$ cat config.mk
export PLATFORM = sky130hd
export DESIGN_NAME = pipelined_carry_select_subtractor
export DESIGN_NICKNAME = d
export VERILOG_FILES = /design/src/rtl/pipelined_carry_select_subtractor_pkg.sv /design/src/rtl/pipelined_carry_select_subtractor_block.sv /design/src/rtl/pipelined_carry_select_subtractor.sv
export SDC_FILE = /design/constraint.sdc
export NUM_CORES = 1
export LEC_CHECK = 0
export CELL_PAD_IN_SITES_DETAIL_PLACEMENT = 0
export CELL_PAD_IN_SITES_GLOBAL_PLACEMENT = 2
export CORE_ASPECT_RATIO = 1.5
export CORE_UTILIZATION = 44
export DETAILED_ROUTE_END_ITERATION = 8
export DONT_BUFFER_PORTS = 1
export GPL_ROUTABILITY_DRIVEN = 0
export PLACE_DENSITY_LB_ADDON = 0.1
export SYNTH_ARGS = -nofsm -noshare
export SYNTH_HDL_FRONTEND = slang
export SYNTH_SLANG_ARGS = --single-unit
$ cat constraint.sdc
create_clock -name iClk -period 5.3 [get_ports iClk]
set_clock_uncertainty 0.05 [all_clocks]
set_input_delay 1.06 -clock iClk [delete_from_list [all_inputs] [get_ports iClk]]
set_output_delay 1.06 -clock iClk [all_outputs]
set_load 0.05 [all_outputs]
$ cat src/rtl/pipelined_carry_select_subtractor_pkg.sv
// Shared arithmetic helpers for the carry-select subtractor slice:
// block count, clog2 and the width-divisibility check used at elaboration.
package pipelined_carry_select_subtractor_pkg;

   function automatic int clog2(input int value);
      int result;
      result = 0;
      while ((1 << result) < value) result++;
      return result;
   endfunction

   function automatic int num_blocks(input int width, input int block_width);
      return width / block_width;
   endfunction

   function automatic bit widths_ok(input int width, input int block_width, input int sub_block_width);
      return (block_width > 0) && (sub_block_width > 0) &&
             (width % block_width == 0) && (block_width % sub_block_width == 0);
   endfunction

endpackage

$ cat src/rtl/pipelined_carry_select_subtractor_block.sv
// One carry-select slice: two lookahead adders evaluate A + ~B for both
// possible borrow-ins so the select chain only has to pick a result.
module blocked_carry_lookahead_adder #(
   parameter int WIDTH       = 8,
   parameter int GROUP_WIDTH = 4
) (
   input  logic [WIDTH-1:0] a,
   input  logic [WIDTH-1:0] b,
   input  logic             carry_in,
   output logic [WIDTH-1:0] sum,
   output logic             carry_out
);
   localparam int NUM_GROUPS = WIDTH / GROUP_WIDTH;

   logic [WIDTH-1:0] gen;
   logic [WIDTH-1:0] prop;

   assign gen  = a & b;
   assign prop = a ^ b;

   // Group generate/propagate skip the ripple between groups; bits inside a group ripple.
   always_comb begin : lookahead
      logic [NUM_GROUPS:0] group_carry;
      logic [WIDTH-1:0]    carry;
      logic                grp_gen;
      logic                grp_prop;
      group_carry    = '0;
      carry          = '0;
      grp_gen        = 1'b0;
      grp_prop       = 1'b1;
      group_carry[0] = carry_in;
      for (int g = 0; g < NUM_GROUPS; g++) begin
         grp_gen  = 1'b0;
         grp_prop = 1'b1;
         for (int i = 0; i < GROUP_WIDTH; i++) begin
            grp_gen  = gen[g*GROUP_WIDTH+i] | (prop[g*GROUP_WIDTH+i] & grp_gen);
            grp_prop = grp_prop & prop[g*GROUP_WIDTH+i];
         end
         group_carry[g+1] = grp_gen | (grp_prop & group_carry[g]);
      end
      for (int g = 0; g < NUM_GROUPS; g++) begin
         carry[g*GROUP_WIDTH] = group_carry[g];
         for (int i = 0; i < GROUP_WIDTH - 1; i++) begin
            carry[g*GROUP_WIDTH+i+1] = gen[g*GROUP_WIDTH+i] |
                                       (prop[g*GROUP_WIDTH+i] & carry[g*GROUP_WIDTH+i]);
         end
      end
      sum       = prop ^ carry;
      carry_out = group_carry[NUM_GROUPS];
   end
endmodule

module block_select_subtractor #(
   parameter int BLOCK_WIDTH     = 8,
   parameter int SUB_BLOCK_WIDTH = 4
) (
   input  logic [BLOCK_WIDTH-1:0] a,
   input  logic [BLOCK_WIDTH-1:0] b,
   output logic [BLOCK_WIDTH-1:0] d0,
   output logic [BLOCK_WIDTH-1:0] d1,
   output logic                   bout0,
   output logic                   bout1
);
   logic [BLOCK_WIDTH-1:0] b_inv;
   logic                   carry0;
   logic                   carry1;

   assign b_inv = ~b;

   // Borrow-in 0 maps to carry-in 1 in the two's-complement form.
   blocked_carry_lookahead_adder #(.WIDTH(BLOCK_WIDTH), .GROUP_WIDTH(SUB_BLOCK_WIDTH)) u_add0 (
      .a(a), .b(b_inv), .carry_in(1'b1), .sum(d0), .carry_out(carry0)
   );

   blocked_carry_lookahead_adder #(.WIDTH(BLOCK_WIDTH), .GROUP_WIDTH(SUB_BLOCK_WIDTH)) u_add1 (
      .a(a), .b(b_inv), .carry_in(1'b0), .sum(d1), .carry_out(carry1)
   );

   assign bout0 = ~carry0;
   assign bout1 = ~carry1;
endmodule

$ cat src/rtl/pipelined_carry_select_subtractor.sv
// Two-stage carry-select subtractor: stage 1 registers both borrow cases per
// block, stage 2 resolves the borrow chain; valid/ready on both sides.
module pipelined_carry_select_subtractor
   import pipelined_carry_select_subtractor_pkg::*;
#(
   parameter int WIDTH           = 32,
   parameter int BLOCK_WIDTH     = 8,
   parameter int SUB_BLOCK_WIDTH = 4
) (
   input  logic             iClk,
   input  logic             iRstN,
   input  logic             iValid,
   output logic             oReady,
   input  logic [WIDTH-1:0] iA,
   input  logic [WIDTH-1:0] iB,
   input  logic             iBin,
   output logic             oValid,
   input  logic             iReady,
   output logic [WIDTH-1:0] oD,
   output logic             oBout,
   output logic             oV,
   output logic             oZ
);
   localparam int NB = num_blocks(WIDTH, BLOCK_WIDTH);

   if (!widths_ok(WIDTH, BLOCK_WIDTH, SUB_BLOCK_WIDTH)) begin : g_width_check
      $error("WIDTH must be a multiple of BLOCK_WIDTH, which must be a multiple of SUB_BLOCK_WIDTH");
   end

   logic [WIDTH-1:0] blk_d0;
   logic [WIDTH-1:0] blk_d1;
   logic [NB-1:0]    blk_bout0;
   logic [NB-1:0]    blk_bout1;

   for (genvar k = 0; k < NB; k++) begin : g_block
      block_select_subtractor #(.BLOCK_WIDTH(BLOCK_WIDTH), .SUB_BLOCK_WIDTH(SUB_BLOCK_WIDTH)) u_block (
         .a    (iA[k*BLOCK_WIDTH +: BLOCK_WIDTH]),
         .b    (iB[k*BLOCK_WIDTH +: BLOCK_WIDTH]),
         .d0   (blk_d0[k*BLOCK_WIDTH +: BLOCK_WIDTH]),
         .d1   (blk_d1[k*BLOCK_WIDTH +: BLOCK_WIDTH]),
         .bout0(blk_bout0[k]),
         .bout1(blk_bout1[k])
      );
   end

   logic             s1_valid;
   logic [WIDTH-1:0] s1_d0;
   logic [WIDTH-1:0] s1_d1;
   logic [NB-1:0]    s1_bout0;
   logic [NB-1:0]    s1_bout1;
   logic             s1_bin;
   logic             s1_amsb;
   logic             s1_bmsb;
   logic             adv1;
   logic             adv2;

   // oReady is combinational on iReady: no skid buffer, a full pipe drains in lockstep.
   assign adv2   = !oValid || iReady;
   assign adv1   = !s1_valid || adv2;
   assign oReady = adv1;

   always_ff @(posedge iClk or negedge iRstN) begin
      if (!iRstN) begin
         s1_valid <= 1'b0;
         s1_d0    <= '0;
         s1_d1    <= '0;
         s1_bout0 <= '0;
         s1_bout1 <= '0;
         s1_bin   <= 1'b0;
         s1_amsb  <= 1'b0;
         s1_bmsb  <= 1'b0;
      end else if (adv1) begin
         s1_valid <= iValid;
         s1_d0    <= blk_d0;
         s1_d1    <= blk_d1;
         s1_bout0 <= blk_bout0;
         s1_bout1 <= blk_bout1;
         s1_bin   <= iBin;
         s1_amsb  <= iA[WIDTH-1];
         s1_bmsb  <= iB[WIDTH-1];
      end
   end

   logic [WIDTH-1:0] sel_d;
   logic             sel_bout;
   logic             sel_v;

   always_comb begin : select_chain
      logic borrow;
      borrow = s1_bin;
      sel_d  = '0;
      for (int k = 0; k < NB; k++) begin
         sel_d[k*BLOCK_WIDTH +: BLOCK_WIDTH] = borrow ? s1_d1[k*BLOCK_WIDTH +: BLOCK_WIDTH]
                                                      : s1_d0[k*BLOCK_WIDTH +: BLOCK_WIDTH];
         borrow = borrow ? s1_bout1[k] : s1_bout0[k];
      end
      sel_bout = borrow;
      sel_v    = (s1_amsb != s1_bmsb) && (sel_d[WIDTH-1] != s1_amsb);
   end

   always_ff @(posedge iClk or negedge iRstN) begin
      if (!iRstN) begin
         oValid <= 1'b0;
         oD     <= '0;
         oBout  <= 1'b0;
         oV     <= 1'b0;
         oZ     <= 1'b0;
      end else if (adv2) begin
         oValid <= s1_valid;
         oD     <= sel_d;
         oBout  <= sel_bout;
         oV     <= sel_v;
         oZ     <= ~|sel_d;
      end
   end
endmodule

==> summary.md <==
| Metric | Value |
|---|---|
| Clock Sinks | `around 110` |
| CORE AREA | `14100 um^2` |
| Vias per cell | `approximately 5` |
| Crit path launch type | `input pin` |
| DIE AREA | `around 15000 um^2` |
| Outcome | `finished, final reports clean` |
| Post-Synth Adder-Cell Area | `approximately 21%` |
| # rows | `between 50 and 60` |
| Clk pwr share | `26.2%` |
| Root Buffer | `clkbuf_16` |
| Fraction of layout cells with a size suffix above 1 | `between 4 and 5%` |
| Synthesized Nets | `a little under 800` |
| PwrDens | `386 nW/um^2` |
| Syn Inst Count | `approximately 630` |
| Critical Path RT | `5450 ps` |
| Num CTS Buffers | `9` |
| Max Buffers Root-to-Sink | `2` |
| Crit path DAT | `between 4000 and 5000 ps` |
| Synth Area per Inst | `about 10 um^2` |
| Vias | `between 4000 and 5000` |
| Vias in the first global route | `~4300` |
| Largest family of logic cells by synthesized area | `adder cells` |
| Maximum clock frequency | `0.256 GHz` |
| Crit path time final | `roughly 3900 ps` |
| TNS Setup | `0 ps` |
| Global-route wire length before repair | `21.4 mm` |
| Pin count of the biggest net entering global routing | `113` |
| Wirelength, routed | `13.0 mm` |
| Detail Route Antenna Nets | `0` |
| Sw frac | `a little under two fifths` |
| Post-route cell area | `around 6900 um^2` |
| Ranking of synthesized cells by area | `dfrtp_1 44%, fa_1 14%, ha_1 7.0%, mux2i_1 5.3%, a21oi_1 5.0%` |
| Sequential share of the synthesized area | `43.7%` |
| Die Y | `around 150 um` |
| Pre-CTS setup slack | `~1000 ps` |
| Die width | `~100 um` |
| Hold Buf Count CTS | `0` |
| Synth cell types | `38` |
| Worst Slack Setup Final | `about 1400 ps` |
| RSZ-0062 raised after global routing | `false` |
| Final net count | `~770` |
| Slew @ Worst Pin | `around 670 ps` |
| Compound-Gate Fraction of Synth Area | `10.3%` |
| Synth Cell Area | `6410 um^2` |
| DRC viols | `0` |
| Slew Viols, Final | `0` |
| Flops & latches, synth | `~110` |
| Clock transition at path regs | `approximately 70 ps` |
| Int Pwr | `roughly 1.6 mW` |
| GRT overflow | `0` |
| Leakage | `3.19 nW` |
| Net Sw Power | `between 1 and 1.5 mW` |
| EDFF count, synth | `0` |
| Placed Instance Area | `approximately 6600 um^2` |
| Synth cell count leaders | `112 x dfrtp_1, 75 x nor2_1, 68 x inv_1` |
| Post-synth top area cell | `dfrtp_1` |
| Post-CTS Resized | `0` |
| Gr usage total | `18.7%` |
| Comb pwr share | `between 15 and 20%` |
| Clock tree from TritonCTS | `built` |
| # IOs | `between 100 and 150` |
| DRT iter0 DRCs | `98` |
| Max VDD drop | `~0.23 mV` |
| CP Capture Type | `flop` |
| Post-CTS setup buffers | `0` |
| Mux cell area share after synthesis | `slightly above 6%` |
| Avg WL per Cell | `between 15 and 20 um` |
| Min-Delay Path Class | `input pin to async pin` |
| Synth warn | `0` |
| Initial core utilization | `between 40% and 50%` |
| Drt first pass iters | `4` |
| Relative slew slack | `a little under three fifths` |
| WS Path Type | `input pin to flop` |
| Share of power burned in registers | `between 50% and 60%` |
| Max Cap Viol | `0` |
| Post-route worst hold slack | `355 ps` |
| Most used DFF post-synth | `dfrtp_1` |
| Synth top area share | `43.7%` |
| Diode count | `0` |
| Placed Cells | `801` |
| Period utilization | `between 70% and 80%` |
| Final setup viols | `0` |
| Port Buf Inserts | `0` |
| Xor-xnor portion of the synthesized cell area | `between 1.5 and 2%` |
| Max FO, Critical Path | `3` |
| Final non-filler cell total | `roughly 800` |
| Synth-to-Final Area Change | `7.47%` |
| Post-DP HPWL | `around 9.9 mm` |
| Worst skew pair latency | `approximately 340 ps` |
| FF-to-FF path depth | `6` |
| Initial antenna violation count | `0` |
| Final hold violations | `0` |
| Htree depth | `3` |
| Synth async-reset ratio | `100%` |
| Post-Synth Simple-Gate Area | `11.7%` |
| Most common cell in the synthesized netlist | `dfrtp_1` |
==> power groups by stage <==
stage / clock [mW] / combinational [mW] / sequential [mW]
after global routing: 0.748 / 0.561 / 1.51
after CTS: 0.717 / 0.500 / 1.49
final: 0.697 / 0.486 / 1.48
after global placement: 0 / 0.486 / 1.50
after detailed placement: 0 / 0.498 / 1.50
after floorplan: 0 / 0.398 / 1.44
==> stage by stage <==
step                power [mW]  utilization [%]
floorplan                 1.84                -
global placement          1.98             46.6
detailed placement        2.00             46.6
CTS                       2.70             48.8
global route              2.82             48.8
finish                    2.66             48.8
==> registers in the layout, summed over array words and instances, names as in the netlist <==
signal    flops
oD           32
s1_bmsb       1
s1_d1        32
s1_amsb       1
oBout         1
s1_d0        32
s1_valid      1
s1_bout0      4
oValid        1
s1_bin        1
s1_bout1      4
oZ            1
oV            1
==> cell type report <==
cell class              instances  area (um^2)
well taps                     192          240
fillers                      1359         7230
flip-flops and latches        112         2800
inverters                      69          262
repair buffers                  5         37.5
clock inverters                 5         63.8
multi-input cells             423         3250
clock buffers                  10          239
==> logic make-up (layout without fill, tap and decap cells) <==
family                     Yosys count  count (layout)
AOI/OAI and AO/OA                  121             121
xor gates and xnor gates            12              12
adders and majority gates           80              80
buffers and inverters               96              89
DFF                                112             112
muxes                               37              37
and+or+nand+nor                    173             173
==> worst max-delay path, cell delays in order <==
cell and delay, ps:
inv_1 30, ha_1 130, inv_1 50, fa_1 370, fa_1 400, fa_1 430, inv_1 80, a41oi_1 60
fa_1 430, fa_1 390, fa_1 390, xor2_1 160, a21oi_1 80
==> worst paths after layout <==
path	startpoint	to	slack, ps
hold reg to reg	s1_valid	oValid	420
setup reg to reg	oValid	s1_d0[24]	2620
max in group asynchronous	iRstN	s1_d1[12]	4610
hold / removal	iRstN	s1_d0[1]	360
setup / recovery	iB[24]	s1_d0[31]	1400
min in group iClk	s1_valid	oValid	420
==> metal layers <==
layer | up-vias | part of all wire [%] | GRT usage [%]
met5 | - | 0 | 0
met4 | 0 | 1.0 | 4.35
met3 | 8 | 4.2 | 4.34
met2 | 66 | 54 | 33.9
met1 | 1983 | 41 | 22.1
li1 | 2043 | - | -
==> cell usage in the layout (no fill, tap or decap), drive strengths merged, types with 2 or more instances in the layout <==
cell      n
a21oi    64
a31oi     2
a41oi     4
buf       5
clkbuf   10
dfrtp   112
fa       44
ha       36
inv      71
mux2i    36
nand2    58
nand2b    8
nand3     3
nand4     4
nor2     75
nor2b     6
nor3      3
nor4      9
o21a      2
o21ai    37
o31ai     8
or4       2
xor2     12
(Power assumes the default switching activity.)
